[src/rtl/seq_alu_pkg.sv]
// Shared opcode values and FSM state type for the sequential accumulator/ALU.
package seq_alu_pkg;

    localparam logic [2:0] OP_LOAD = 3'b000;
    localparam logic [2:0] OP_ADD  = 3'b001;
    localparam logic [2:0] OP_SUB  = 3'b010;
    localparam logic [2:0] OP_MUL  = 3'b011;
    localparam logic [2:0] OP_SHL  = 3'b100;
    localparam logic [2:0] OP_SHR  = 3'b101;
    localparam logic [2:0] OP_ROL  = 3'b110;
    localparam logic [2:0] OP_CLR  = 3'b111;

    typedef enum logic [1:0] {
        ST_IDLE = 2'd0,
        ST_MUL  = 2'd1,
        ST_ROT  = 2'd2
    } state_e;

endpackage

[src/rtl/seq_mul.sv]
// WIDTH-step shift-add multiplier; product/last present the result of the step
// taken at the coming edge so the owner can capture it on that same edge.
module seq_mul #(
    parameter int WIDTH = 4
) (
    input  logic               clk,
    input  logic               rst,
    input  logic               start,
    input  logic [WIDTH-1:0]   a,
    input  logic [WIDTH-1:0]   b,
    output logic [2*WIDTH-1:0] product,
    output logic               last
);

    localparam int CNT_W = $clog2(WIDTH) + 1;

    logic [WIDTH-1:0]   mcand_q;
    logic [2*WIDTH-1:0] prod_q;
    logic [CNT_W-1:0]   cnt_q;
    logic [WIDTH:0]     sum;

    // Upper half accumulates the multiplicand; lower half shifts out multiplier bits.
    always_comb begin
        sum     = {1'b0, prod_q[2*WIDTH-1:WIDTH]} + (prod_q[0] ? {1'b0, mcand_q} : '0);
        product = {sum, prod_q[WIDTH-1:1]};
        last    = (cnt_q == CNT_W'(1));
    end

    always_ff @(posedge clk) begin
        if (rst) begin
            mcand_q <= '0;
            prod_q  <= '0;
            cnt_q   <= '0;
        end else if (start) begin
            mcand_q <= a;
            prod_q  <= {{WIDTH{1'b0}}, b};
            cnt_q   <= CNT_W'(WIDTH);
        end else if (cnt_q != '0) begin
            prod_q  <= product;
            cnt_q   <= cnt_q - 1'b1;
        end
    end

endmodule

[src/rtl/seq_alu_acc.sv]
// WIDTH-bit accumulator with inline single-cycle ALU, multi-cycle multiply and
// rotate, and a valid/ready command port that accepts only while idle.
module seq_alu_acc
    import seq_alu_pkg::*;
#(
    parameter int WIDTH = 4
) (
    input  logic             clk,
    input  logic             rst,
    input  logic             cmd_valid,
    output logic             cmd_ready,
    input  logic [2:0]       cmd_op,
    input  logic [WIDTH-1:0] cmd_operand,
    output logic [WIDTH-1:0] acc,
    output logic             flag_c,
    output logic             flag_z,
    output logic             busy,
    output logic             done
);

    localparam int CNT_W = $clog2(WIDTH) + 1;

    state_e             state_q;
    logic [WIDTH-1:0]   acc_q;
    logic               c_q;
    logic               z_q;
    logic               done_q;
    logic [CNT_W-1:0]   rot_cnt_q;

    logic [WIDTH-1:0]   alu_acc_d;
    logic               alu_c_d;
    logic [WIDTH-1:0]   rot_acc_d;
    logic [CNT_W-1:0]   rot_n;
    logic               mul_start;
    logic               mul_last;
    logic [2*WIDTH-1:0] mul_product;

    assign cmd_ready = (state_q == ST_IDLE);
    assign busy      = (state_q != ST_IDLE);
    assign acc       = acc_q;
    assign flag_c    = c_q;
    assign flag_z    = z_q;
    assign done      = done_q;

    assign mul_start = cmd_valid && cmd_ready && (cmd_op == OP_MUL);
    assign rot_n     = CNT_W'(cmd_operand % WIDTH);
    assign rot_acc_d = {acc_q[WIDTH-2:0], acc_q[WIDTH-1]};

    seq_mul #(
        .WIDTH(WIDTH)
    ) u_mul (
        .clk    (clk),
        .rst    (rst),
        .start  (mul_start),
        .a      (acc_q),
        .b      (cmd_operand),
        .product(mul_product),
        .last   (mul_last)
    );

    // Single-cycle results; ROL with zero count falls through to the default.
    always_comb begin
        alu_acc_d = acc_q;
        alu_c_d   = 1'b0;
        case (cmd_op)
            OP_LOAD: alu_acc_d = cmd_operand;
            OP_ADD:  {alu_c_d, alu_acc_d} = {1'b0, acc_q} + {1'b0, cmd_operand};
            OP_SUB: begin
                alu_acc_d = acc_q - cmd_operand;
                alu_c_d   = (cmd_operand > acc_q);
            end
            OP_SHL: begin
                alu_acc_d = {acc_q[WIDTH-2:0], cmd_operand[0]};
                alu_c_d   = acc_q[WIDTH-1];
            end
            OP_SHR: begin
                alu_acc_d = {cmd_operand[0], acc_q[WIDTH-1:1]};
                alu_c_d   = acc_q[0];
            end
            OP_CLR:  alu_acc_d = '0;
            default: ;
        endcase
    end

    always_ff @(posedge clk) begin
        if (rst) begin
            state_q   <= ST_IDLE;
            acc_q     <= '0;
            c_q       <= 1'b0;
            z_q       <= 1'b1;
            done_q    <= 1'b0;
            rot_cnt_q <= '0;
        end else begin
            done_q <= 1'b0;
            case (state_q)
                ST_IDLE: begin
                    if (cmd_valid) begin
                        if (cmd_op == OP_MUL) begin
                            state_q <= ST_MUL;
                        end else if (cmd_op == OP_ROL && rot_n != '0) begin
                            state_q   <= ST_ROT;
                            rot_cnt_q <= rot_n;
                        end else begin
                            acc_q  <= alu_acc_d;
                            c_q    <= alu_c_d;
                            z_q    <= (alu_acc_d == '0);
                            done_q <= 1'b1;
                        end
                    end
                end
                ST_MUL: begin
                    if (mul_last) begin
                        acc_q   <= mul_product[WIDTH-1:0];
                        c_q     <= |mul_product[2*WIDTH-1:WIDTH];
                        z_q     <= (mul_product[WIDTH-1:0] == '0);
                        done_q  <= 1'b1;
                        state_q <= ST_IDLE;
                    end
                end
                ST_ROT: begin
                    acc_q     <= rot_acc_d;
                    c_q       <= acc_q[WIDTH-1];
                    z_q       <= (rot_acc_d == '0);
                    rot_cnt_q <= rot_cnt_q - 1'b1;
                    if (rot_cnt_q == CNT_W'(1)) begin
                        done_q  <= 1'b1;
                        state_q <= ST_IDLE;
                    end
                end
                default: state_q <= ST_IDLE;
            endcase
        end
    end

endmodule

[config.mk]
export PLATFORM = sky130hd
export DESIGN_NAME = seq_alu_acc
export DESIGN_NICKNAME = d
export VERILOG_FILES = /design/src/rtl/seq_alu_pkg.sv /design/src/rtl/seq_mul.sv /design/src/rtl/seq_alu_acc.sv
export SDC_FILE = /design/constraint.sdc
export NUM_CORES = 1
export LEC_CHECK = 0
export ABC_AREA = 1
export BUFFER_PORTS_ARGS = -buffer_cell sky130_fd_sc_hd__buf_2
export CELL_PAD_IN_SITES_DETAIL_PLACEMENT = 1
export CELL_PAD_IN_SITES_GLOBAL_PLACEMENT = 2
export CORE_MARGIN = 1.5
export CORE_UTILIZATION = 30
export DETAILED_ROUTE_END_ITERATION = 16
export PLACE_DENSITY = 0.81
export RECOVER_POWER = 50
export SLEW_MARGIN = 20
export SYNTH_ARGS = -nofsm -noshare
export SYNTH_HDL_FRONTEND = slang
export SYNTH_SLANG_ARGS = --single-unit
[constraint.sdc]
create_clock -name clk -period 1.65 [get_ports clk]
set_input_delay 0.2475 -clock clk [delete_from_list [all_inputs] [get_ports clk]]
set_output_delay 0.2475 -clock clk [all_outputs]
set_load 0.03 [all_outputs]
# --- After elaboration in Yosys (flattened, before gate mapping) ---
# Index checks and enable logic that the tools add are counted.
totals:
  in_bits: 10
  wordCells: 92
  output_inout_bits: 9
  regBits: 27
op_classes:
  mux: 38
  reduce_logical: 19
  magnitude_cmp: 1
  n_eq_ne: 18
  addsub: 5
op_table:
  columns: ["cell", "n"]
  rows:
  - ["$mux 4", 7]
  - ["$pmux 4 s6", 1]
  - ["$mux 3", 5]
  - ["$mux 1", 13]
  - ["$eq 3x3->1 const B", 4]
  - ["$logic_not 4->1", 3]
  - ["$pmux 4 s3", 1]
  - ["$add 4x4->5", 2]
  - ["$mux 2", 5]
  - ["$ne 2x2->1 const B", 5]
  - ["$eq 3x1->1 const B", 3]
  - ["$pmux 1 s3", 3]
  - ["$reduce_bool 3->1", 3]
  - ["$reduce_and 4->1", 2]
  - ["$eq 3x2->1 const B", 2]
  - ["$pmux 2 s3", 1]
  - ["$pmux 3 s2", 1]
  - ["$reduce_bool 2->1", 3]
  - ["$sub 3x1->3 const B", 2]
  - ["$reduce_and 5->1", 1]
  - ["$gt 4x4->1", 1]
  - ["$pmux 1 s4", 1]
  - ["$reduce_or 4->1", 1]
  - ["$sub 4x4->4", 1]
  - ["other kinds (8)", 10]

# --- Depth between registers and ports, before layout ---
logic_depth:
  ltp_word: 7
  depth_mapped: 15

# --- Modules after synthesis ---
# A second synthesis with hierarchy kept.
unflattened:
  hier_cells: 325
  hier_area_um2: 2235.9
by_module_without_submodules:
  columns: ["module", "cells_per_inst", "area_per_inst_um2", "n_inst", "seq_area_each_um2"]
  rows:
  - ["seq_alu_acc", 215, 1375.1, 1, 240.2]
  - ["seq_mul", 110, 860.8, 1, 300.3]

# --- Least setup slack after synthesis ---
# OpenSTA, ideal clock, no wires.
synth_timing:
  path_kind: "register to register"
  start: "reg acc_q[1], in the netlist acc[1]"
  end: "reg acc_q[2], in the netlist acc[2]"
  slack_ps: -434
  stages_incl_launch_ff: 10
  t_required_ps: 1541
  arrival_ps: 1975
  n_path_buf: 0
  path_cell_list: "dfxtp_1 inv_1 fa_1 or2_2 a31oi_1 nand3_1 nor2_1 o21ai_0 nand2_1 inv_1"
synth_via:
  elab_chain_cells: 6
synth_rtl:
  columns: ["item", "line_no", "rtl"]
  rows:
  - ["start, declared", "seq_alu_acc.sv:24", "logic [WIDTH-1:0] acc_q;"]
  - ["start signal, assigned", "seq_alu_acc.sv:104", "acc_q <= alu_acc_d;"]
  - ["start signal, assigned", "seq_alu_acc.sv:113", "acc_q <= mul_product[WIDTH-1:0];"]
  - ["start signal, assigned", "seq_alu_acc.sv:121", "acc_q <= rot_acc_d;"]
  - ["$sub 4x4->4 or $add 4x4->5 (tied branches)", "seq_alu_acc.sv:69, seq_alu_acc.sv:67", null]
  - ["$pmux 4 s6", "seq_alu_acc.sv:65", "case (cmd_op)"]
  - ["$mux 4", "seq_alu_acc.sv:100", "end else if (cmd_op == OP_ROL && rot_n != '0) begin"]
  - ["$mux 4", "seq_alu_acc.sv:98", "if (cmd_op == OP_MUL) begin"]
  - ["$mux 4", "seq_alu_acc.sv:97", "if (cmd_valid) begin"]
  - ["$pmux 4 s3 (*)", "seq_alu_acc.sv:95", "case (state_q)"]
# Every way passes the cells marked *; elsewhere a longest branch is shown, timed or not. The select of a mux whose other input is x is not followed.
# A chain may end at the register's enable or synchronous reset.

# --- Worst setup path in the final report ---
layout_timing:
  start: "reg acc_q[0], in the netlist acc[0]"
  end: "reg z_q, in the netlist flag_z"
layout_via:
  elab_chain_cells: 7
layout_rtl:
  columns: ["item", "line_no", "rtl"]
  rows:
  - ["$sub 4x4->4 or $add 4x4->5 (tied branches)", "seq_alu_acc.sv:69, seq_alu_acc.sv:67", null]
  - ["$pmux 4 s6", "seq_alu_acc.sv:65", null]
  - ["$logic_not 4->1", "seq_alu_acc.sv:106", "z_q <= (alu_acc_d == '0);"]
  - ["$mux 1", "seq_alu_acc.sv:100", null]
  - ["$mux 1", "seq_alu_acc.sv:98", null]
  - ["$mux 1", "seq_alu_acc.sv:97", null]
  - ["$pmux 1 s3 (*)", "seq_alu_acc.sv:95", null]
  - ["end signal, assigned", "seq_alu_acc.sv:106", null]
  - ["end signal, assigned", "seq_alu_acc.sv:115", "z_q <= (mul_product[WIDTH-1:0] == '0);"]
  - ["end signal, assigned", "seq_alu_acc.sv:123", "z_q <= (rot_acc_d == '0);"]
  - ["end, declared", "seq_alu_acc.sv:26", "logic z_q;"]
# Marks and branches as above.

==> results_dict.tcl <==
set metrics [dict create \
    overflow 0 \
    vdd_drop_max_v 0.0004246 \
    path_class "register to register" \
    drt_first_pass_iters 4 \
    vias 2190 \
    pin_count 19 \
    wl_um 6642 \
    grt_use_total_pct 17.87 \
    place_congestion 0.8224 \
    grt_antenna_before_repair 0 \
    arrival_ns 2.14 \
    p_leak_nw 1.300 \
    cap_violations 0 \
    place_ws_ns -0.2315 \
    dieArea_um2 7574 \
    drcViolationCount 0 \
    finalCriticalPeriod_ns 1.907 \
    fin_nets 399 \
    path_clk_slew_ns 0.10 \
    synthesis.nets 345 \
    cts_buffer_depth 2 \
    worst_pin_slew_ns 0.4482 \
    syn-cell-area_um2 2118 \
    rr_startpoint "acc[0]$_SDFFE_PP0P_" \
    outcome "finished, violations left" \
    rsz0062_at_grt "yes" \
    clkSinkCount 27 \
    fin_util_pct 41.75 \
    antenna_cells 0 \
    critPathRequiredTime_ns 1.88 \
    power_density_nw_per_um2 951.0 \
    ys_seq_area_share_pct 25.52 \
    mostFrequentLayoutCell "nand2_1" \
    ant_nets 0 \
    cts_tree "yes" \
    hold_viol_final 0 \
    syn_to_final_growth_pct 33.90 \
    start_util_pct 31.18 \
    finalSetupTns_ns -0.7859 \
    grt_pass1_vias 2168 \
    htreeDepth 1 \
    start_kind "register" \
    failed_checks "setup timing" \
    ys_warn_count 0 \
    die_h_um 87.03 \
    ff2ff_setup_slack_ns -0.26 \
    path_max_fanout 3 \
    numCtsBuffers 3 \
    rows 30 \
    syn_avg_cell_area_um2 6.811 \
    fin_skew_ns 0.003226 \
    reg2regPathDepth 15 \
    setup_viol 4 \
    syn_inst 311 \
    grt_max_degree 17 \
    worstSetupEndpointType "register" \
    wl_per_cell_um 14.44 \
    grt_util_met2_pct 30.02 \
    cts_root_buf "clkbuf_8" \
    grt_pass1_wl_um 10580 \
    clk_latency_ns 0.28 \
    die_x_um 87.03 \
    synth.ff_latch_count 27 \
    drt_iter0_markers 92 \
    core_um2 6794 \
    grt.busiest_layer "met2" \
    vias_per_cell 4.761 \
    dp_hpwl_um 5159 \
    ys_types 34 \
    worst_slack_ns -0.2565 \
    grt_util_met1_pct 24.44 \
    fmax_mhz 524.5 \
    hold_path_end "u_mul.prod_q[2]$_SDFFE_PP0P_" \
    slew_viol_final 0 \
    finalCritPeriodShare_pct 115.5 \
    whs_path_depth 3 \
    timing.rr.end "flag_z$_SDFFE_PP1P_" \
    max-slew-margin-rel_pct 70.12 \
    hold_class "input port to register" \
    layout_common_cells "nand2_1 (55), inv_1 (43), buf_4 (32), nor2_1 (25), a21oi_1 (22)" \
    drive_above_1_share_pct 31.59 \
    grt_util_met3_pct 3.223 \
    io_buffer_count 18 \
    hold_start "cmd_operand[2]" \
]
==> kinds of logic (layout without fill, tap and decap cells) <==
logic type | Yosys count | count (layout) | share of synthesized area (%)
and+or+nand+nor | 133 | 133 | 29.18
adders and majority gates | 24 | 24 | 15.24
AOI/OAI and AO/OA | 62 | 62 | 16.54
buffers and inverters | 59 | 112 | 11.05
DFF | 27 | 27 | 25.52
xor gates and xnor gates | 6 | 6 | 2.481
==> synthesized netlist by cell type, drive strengths merged <==
library cell | n | area share, %
a211oi | 2 | 0.71
a21oi | 26 | 6.3
a221oi | 1 | 0.41
a31oi | 4 | 1.2
buf | 1 | 0.53
clkbuf | 2 | 0.35
dfxtp | 27 | 26
fa | 3 | 2.8
ha | 21 | 12
inv | 56 | 10
nand2 | 65 | 12
nand3 | 27 | 7.1
nand3b | 2 | 0.71
nand4 | 6 | 2.5
nor2 | 29 | 5.4
nor3 | 2 | 0.71
o211ai | 2 | 0.71
o21a | 1 | 0.35
o21ai | 20 | 4.9
o21bai | 1 | 0.35
o221ai | 1 | 0.41
o22ai | 4 | 1.2
or2 | 2 | 0.59
xnor2 | 3 | 1.2
xor2 | 3 | 1.2
==> critical path, cell delays in order, from the launching register on <==
cell and delay, ns:
dfxtp_4 0.40, ha_4 0.15, inv_2 0.04, fa_1 0.48, inv_1 0.04, nand4_1 0.08
nand2_1 0.07, inv_2 0.05, nand3_2 0.07, nand2_1 0.06, nand2_1 0.06, nor2_1 0.12
nand2_1 0.07, nand2_1 0.07, nand2_1 0.05, nand2_1 0.05
==> area by class of cell <==
class,count,area (um^2)
Clock inverter,1,5.005
Inverter,56,224.0
Fill cell,888,3958
Tap cell,96,120.1
Sequential cell,27,554.3
Multi-Input combinational cell,225,1546
Timing Repair Buffer,52,345.3
Clock buffer,3,41.29
==> how the worst max path moves through the flow <==
stage,cells after the start,end,from
after floorplan,10,acc[2]$_SDFFE_PP0P_,acc[0]$_SDFFE_PP0P_
after global placement,12,flag_c$_SDFFE_PP0P_,cmd_operand[0]
after detailed placement,16,flag_z$_SDFFE_PP1P_,cmd_operand[0]
after CTS,15,flag_z$_SDFFE_PP1P_,acc[0]$_SDFFE_PP0P_
after global routing,15,flag_z$_SDFFE_PP1P_,acc[0]$_SDFFE_PP0P_
final,15,flag_z$_SDFFE_PP1P_,acc[0]$_SDFFE_PP0P_
==> power breakdown <==
group          internal [W]  switching, W
Combinational      0.000603      0.000862
Sequential         0.000758     0.0000716
Clock              0.000170      0.000233
Total               0.00153       0.00117
==> stage by stage <==
stage / total power, W / hold slack (ns) / cells / instance area, um^2
4_1_cts: 0.002632 / 0.2763 / 458 / 2715
3_5_place_dp: 0.002170 / 0.4904 / 452 / 2597
6_report: 0.002697 / 0.2778 / 460 / 2836
3_3_place_gp: 0.002138 / 0.4799 / 452 / 2597
2_1_floorplan: 0.001685 / 0.3849 / 311 / 2181
5_1_grt: 0.002909 / 0.2763 / 460 / 2836
==> timing repair <==
| action | 4_1_cts | 5_1_grt |
|---|---|---|
| pin swaps | 3 | 10 |
| buffers inserted | 2 | 2 |
| cloned | 0 | 0 |
| endpoints found under the setup margin | 7 | 14 |
| resized for setup | 12 | 26 |
| hold buffers | 0 | 0 |
==> per-layer routing <==
metal	routed length (um)	share of wire [%]
met5	0	0
met4	18	0.27
met1	3263	49
met2	3177	48
met3	182	2.7
==> sequential cells by signal, summed over array words and instances (netlist names) <==
register and cells:
state_q 2, u_mul.mcand_q 4, done 1, u_mul.cnt_q 3, flag_z 1, rot_cnt_q 3, flag_c 1, acc 4
u_mul.prod_q 8
Note: power is estimated with default switching activity, not from simulation.
